==> src/rtl/multicycle_control_fsm.sv <==
// Main control FSM for the multicycle RV32I core: sequences the shared ALU,
// unified memory, PC and IR across 3-5 cycles per instruction.
module multicycle_control_fsm #(
  parameter bit ILLEGAL_HALT = 1'b1
) (
  input  logic       i_clk,
  input  logic       i_rst,
  input  logic [6:0] i_op,
  input  logic [2:0] i_funct3,
  input  logic       i_funct7b5,
  input  logic       i_zero,
  output logic       o_pcWrite,
  output logic       o_adrSrc,
  output logic       o_memWrite,
  output logic       o_irWrite,
  output logic       o_regWrite,
  output logic [1:0] o_resultSrc,
  output logic [1:0] o_aluSrcA,
  output logic [1:0] o_aluSrcB,
  output logic [3:0] o_aluControl,
  output logic [1:0] o_immSrc,
  output logic       o_retire,
  output logic       o_illegal,
  output logic [3:0] o_state
);

  typedef enum logic [3:0] {
    S_FETCH    = 4'd0,
    S_DECODE   = 4'd1,
    S_MEMADR   = 4'd2,
    S_MEMREAD  = 4'd3,
    S_MEMWB    = 4'd4,
    S_MEMWRITE = 4'd5,
    S_EXECUTER = 4'd6,
    S_EXECUTEI = 4'd7,
    S_ALUWB    = 4'd8,
    S_BEQ      = 4'd9,
    S_JAL      = 4'd10,
    S_ILLEGAL  = 4'd11
  } state_t;

  localparam logic [6:0] OP_LW   = 7'b0000011;
  localparam logic [6:0] OP_SW   = 7'b0100011;
  localparam logic [6:0] OP_R    = 7'b0110011;
  localparam logic [6:0] OP_I    = 7'b0010011;
  localparam logic [6:0] OP_B    = 7'b1100011;
  localparam logic [6:0] OP_JAL  = 7'b1101111;

  state_t state_q, state_d;
  logic   alu_f3_ok;
  logic   pc_write, mem_write, ir_write, reg_write, retire;

  // Only ADD/SUB, XOR, OR and AND are implemented in the ALU.
  assign alu_f3_ok = (i_funct3 == 3'b000) || (i_funct3 == 3'b100) ||
                     (i_funct3 == 3'b110) || (i_funct3 == 3'b111);

  always_comb begin
    state_d = S_FETCH;
    case (state_q)
      S_FETCH:  state_d = S_DECODE;
      S_DECODE: begin
        case (i_op)
          OP_LW, OP_SW: state_d = (i_funct3 == 3'b010) ? S_MEMADR : S_ILLEGAL;
          OP_R:   state_d = (alu_f3_ok && (!i_funct7b5 || i_funct3 == 3'b000))
                            ? S_EXECUTER : S_ILLEGAL;
          OP_I:   state_d = alu_f3_ok ? S_EXECUTEI : S_ILLEGAL;
          OP_B:   state_d = (i_funct3 == 3'b000) ? S_BEQ : S_ILLEGAL;
          OP_JAL: state_d = S_JAL;
          default: state_d = S_ILLEGAL;
        endcase
      end
      S_MEMADR:   state_d = (i_op == OP_LW) ? S_MEMREAD : S_MEMWRITE;
      S_MEMREAD:  state_d = S_MEMWB;
      S_MEMWB:    state_d = S_FETCH;
      S_MEMWRITE: state_d = S_FETCH;
      S_EXECUTER: state_d = S_ALUWB;
      S_EXECUTEI: state_d = S_ALUWB;
      S_ALUWB:    state_d = S_FETCH;
      S_BEQ:      state_d = S_FETCH;
      S_JAL:      state_d = S_ALUWB;
      S_ILLEGAL:  state_d = ILLEGAL_HALT ? S_ILLEGAL : S_FETCH;
      default:    state_d = S_FETCH;
    endcase
  end

  always_ff @(posedge i_clk) begin
    if (i_rst) state_q <= S_FETCH;
    else       state_q <= state_d;
  end

  always_comb begin
    pc_write     = 1'b0;
    mem_write    = 1'b0;
    ir_write     = 1'b0;
    reg_write    = 1'b0;
    retire       = 1'b0;
    o_adrSrc     = 1'b0;
    o_resultSrc  = 2'b00;
    o_aluSrcA    = 2'b00;
    o_aluSrcB    = 2'b00;
    o_aluControl = 4'b0000;
    o_illegal    = 1'b0;
    case (state_q)
      S_FETCH: begin
        ir_write    = 1'b1;
        o_aluSrcB   = 2'b10;
        o_resultSrc = 2'b10;
        pc_write    = 1'b1;
      end
      S_DECODE: begin
        o_aluSrcA = 2'b01;
        o_aluSrcB = 2'b01;
      end
      S_MEMADR: begin
        o_aluSrcA = 2'b10;
        o_aluSrcB = 2'b01;
      end
      S_MEMREAD: o_adrSrc = 1'b1;
      S_MEMWB: begin
        o_resultSrc = 2'b01;
        reg_write   = 1'b1;
        retire      = 1'b1;
      end
      S_MEMWRITE: begin
        o_adrSrc  = 1'b1;
        mem_write = 1'b1;
        retire    = 1'b1;
      end
      S_EXECUTER: begin
        o_aluSrcA    = 2'b10;
        o_aluControl = {i_funct7b5, i_funct3};
      end
      S_EXECUTEI: begin
        o_aluSrcA    = 2'b10;
        o_aluSrcB    = 2'b01;
        o_aluControl = {1'b0, i_funct3};
      end
      S_ALUWB: begin
        reg_write = 1'b1;
        retire    = 1'b1;
      end
      S_BEQ: begin
        o_aluSrcA    = 2'b10;
        o_aluControl = 4'b1000;
        pc_write     = i_zero;
        retire       = 1'b1;
      end
      // Jump target was latched into ALUOut during DECODE; ALU now forms OldPC+4.
      S_JAL: begin
        o_aluSrcA = 2'b01;
        o_aluSrcB = 2'b10;
        pc_write  = 1'b1;
      end
      S_ILLEGAL: o_illegal = 1'b1;
      default: ;
    endcase
  end

  always_comb begin
    case (i_op)
      OP_SW:   o_immSrc = 2'b01;
      OP_B:    o_immSrc = 2'b10;
      OP_JAL:  o_immSrc = 2'b11;
      default: o_immSrc = 2'b00;
    endcase
  end

  // Reset suppresses every architectural write so an aborted instruction leaves no trace.
  assign o_pcWrite  = pc_write  & ~i_rst;
  assign o_memWrite = mem_write & ~i_rst;
  assign o_irWrite  = ir_write  & ~i_rst;
  assign o_regWrite = reg_write & ~i_rst;
  assign o_retire   = retire    & ~i_rst;
  assign o_state    = state_q;

endmodule

==> config.mk <==
export PLATFORM = sky130hd
export DESIGN_NAME = multicycle_control_fsm
export DESIGN_NICKNAME = d
export VERILOG_FILES = /design/src/rtl/multicycle_control_fsm.sv
export SDC_FILE = /design/constraint.sdc
export NUM_CORES = 1
export LEC_CHECK = 0
export BUFFER_PORTS_ARGS = -buffer_cell sky130_fd_sc_hd__buf_2
export CAP_MARGIN = 30
export CORE_UTILIZATION = 45
export CTS_CLUSTER_SIZE = 28
export DETAILED_ROUTE_END_ITERATION = 12
export GPL_TIMING_DRIVEN = 0
export PLACE_DENSITY_LB_ADDON = 0.1
export SETUP_SLACK_MARGIN = 0.4
export SLEW_MARGIN = 20
export SYNTH_ARGS = -nofsm -noshare
export SYNTH_HDL_FRONTEND = slang
export SYNTH_SLANG_ARGS = --single-unit
==> constraint.sdc <==
create_clock -name i_clk -period 2.9 [get_ports i_clk]
set_input_delay 0.29 -clock i_clk [delete_from_list [all_inputs] [get_ports i_clk]]
set_output_delay 0.29 -clock i_clk [all_outputs]
set_load 0.03 [all_outputs]
==> impl_metrics.env <==
export IMPL_crit_start="o_state[1]"
export IMPL_hp_class="primary input to flip-flop"
export IMPL_synth_area_um2=614.3
export IMPL_dp_hpwl_um=1364
export IMPL_finalSetupTns_ps=0
export IMPL_synth_area_leaders="dfxtp_1 13%, nand2b_1 8.1%, nor3_1 8.1%"
export IMPL_synth_xor_area_share_pct=5.703
export IMPL_period_share_pct=66.41
export IMPL_fillCellCount=110
export IMPL_via_count=870
export IMPL_die_h_um=38.95
export IMPL_postSynthAreaPerCell_um2=6.399
export IMPL_cts_buffers=3
export IMPL_rsz0062_at_grt="no"
export IMPL_io_buffers=35
export IMPL_synth_top_family_by_area="simple AND/OR/NAND/NOR gates"
export IMPL_final_common_cell="buf_2"
export IMPL_cts_tree="done"
export IMPL_cp_end_kind="output port"
export IMPL_die_x_um=38.95
export IMPL_ys_seq_elements=4
export IMPL_p_comb_share_pct=63.8
export IMPL_fin_skew_ps=1.518
export IMPL_ant_nets=0
export IMPL_postSynthCellCount=96
export IMPL_path_clk_slew_ps=40
export IMPL_timing_rr_start="o_state[3]"
export IMPL_cts_resized_gates=0
export IMPL_drt_iter0_markers=26
export IMPL_worstPathMaxFanout=10
export IMPL_grt_max_degree=11
export IMPL_tightest_slew_ps=351.4
export IMPL_worstSetupPathType="flip-flop to output port"
export IMPL_synth_compound_area_share_pct=18.94
export IMPL_synth_distinct_cells=30
export IMPL_start_util_pct=51.79
export IMPL_power_leakage_uw=0.0004310
export IMPL_yosys_warnings=0
export IMPL_cts_sinks=4
export IMPL_min_delay_start="i_op[5]"
export IMPL_seq_power_share_pct=18.4
export IMPL_viasPerCell=5.878
export IMPL_stdcell_count=148
export IMPL_period_needed_ps=1926
export IMPL_cp_required_ps=2610
export IMPL_cp_start_kind="flip-flop"
export IMPL_slew_viol_final=0
export IMPL_synth_fa_ha_area_share_pct=0
export IMPL_rows=12
export IMPL_fin_area_um2=829.5
export IMPL_cts_buffer_depth=2
export IMPL_h_tree_depth=1
export IMPL_grt_pass1_vias=659
export IMPL_clkPwrFrac_pct=17.8
export IMPL_clk_latency_ps=230
export IMPL_cts_hold_buffers_added=0
export IMPL_ys_async_sr_fraction_pct=0
export IMPL_antenna_found_initial=0
export IMPL_max_slew_margin_rel_pct=76.57
export IMPL_synthMuxAreaShare_pct=0
export IMPL_whs_ps=449.9
export IMPL_switching_power_uw=202.4
export IMPL_synth_seq_area_share_pct=13.03
export IMPL_largest_reg_flops=4
export IMPL_syn_nets=110
export IMPL_first_pass_iters=4
export IMPL_grt_pass1_wl_um=2863
export IMPL_track_usage_pct=26.79
export IMPL_total_power_uw=391.8
export IMPL_routed_wl_um=1810
export IMPL_core_area_mm2=0.001186
export IMPL_layout_drive_gt1_share_pct=35.82
export IMPL_layout_common_cells="41 x buf_2, 11 x nor2_1, 10 x nor3_1"
export IMPL_synth_top_area_cell="dfxtp_1"
export IMPL_io_pins=37
export IMPL_cts_root_buf="clkbuf_4"
export IMPL_wire_per_inst_um=12.23
export IMPL_placedCellCount=145
export IMPL_gp_congestion=0.9251
export IMPL_route_detailed_drc=0
export IMPL_finalSetupViolations=0
export IMPL_post_cts_setup_buffer_count=0
export IMPL_synthSimpleGateAreaFrac_pct=56.21
export IMPL_synth_edff_count=0
export IMPL_powerDensity_mw_per_mm2=472.3
export IMPL_dieArea_mm2=0.001517
export IMPL_dpl_instance_area_um2=807.0
export IMPL_cp_arrival_ps=1640
export IMPL_fmaxAchievable_mhz=519.3
export IMPL_synth_ff_type="dfxtp_1"
export IMPL_p_int_uw=189.4
export IMPL_diodes=0
export IMPL_fin_nets=150
export IMPL_cap_viol_max_count=0
export IMPL_syn2layout_area_growth_pct=35.03
export IMPL_synth_top_area_share_pct=13.03
export IMPL_irDropWorstVdd_mv=0.2108
export IMPL_status="completed"
export IMPL_hold_viol=0
export IMPL_grt_ovfl_total=0
export IMPL_switching_share_pct=51.65
[cells by family after synthesis]
| kind of cell | count (synthesis) |
|---|---|
| buf+inv | 8 |
| simple gates | 60 |
| flops | 4 |
| compound gates | 20 |
| xor+xnor | 4 |
[worst max-delay path, cell delays in order, from the launching register on]
cell,delay (ps)
dfxtp_1,380
buf_2,220
nor2b_1,330
a21oi_1,120
nor3_1,130
buf_2,220
[worst paths after layout]
check	end	slack, ps	cells after the start
max reg2reg	o_state[1]	1570	4
max	o_pcWrite	970	5
min	o_state[1]	450	4
min reg2reg	o_state[1]	660	2
[stage by stage]
step | util, % | worst slack (ps)
final | 69.94 | 974.2
after CTS | 69.94 | 990.8
after global placement | 68.04 | 1251
after floorplan | - | 794.5
after global routing | 69.94 | 881.4
after detailed placement | 68.04 | 1263
[cell usage after synthesis, types with 2 or more instances]
cell type and n:
and3_1 5, nor3_1 10, nand2_1 4, xnor2_1 3
nand3_1 7, a21oi_1 9, nor4_1 2, buf_2 6
a211oi_1 2, nand2b_1 8, nor2b_1 3, dfxtp_1 4
nor4_2 2, nor2_1 11, o21ai_0 5
[final cells by class]
type / count / area, um2 / area share (%)
Tap cell: 14 / 17.52 / 2.112
Clock buffer: 3 / 22.52 / 2.715
Timing Repair Buffer: 35 / 175.2 / 21.12
Inverter: 1 / 3.754 / 0.4525
Sequential cell: 4 / 80.08 / 9.653
Multi-Input combinational cell: 84 / 496.7 / 59.88
Buffer: 7 / 33.78 / 4.072
[power groups by stage]
| stage | Clock, uW | Sequential, uW | Combinational [uW] |
|---|---|---|---|
| detailed placement | 0 | 72.3 | 247 |
| floorplan | 0 | 84.2 | 167 |
| finish | 69.7 | 72.0 | 250 |
| global route | 74.8 | 72.6 | 271 |
| global placement | 0 | 72.2 | 244 |
| CTS | 68.8 | 71.9 | 249 |
[per-layer routing]
metal  track usage, %  up-vias  wire length, um
met5                0        -                0
met3            3.468        2               67
met4            5.172        0                8
li1                 -      431                -
met2            44.58       33              834
met1            36.43      404              899
Power figures use the tool's default switching activity.
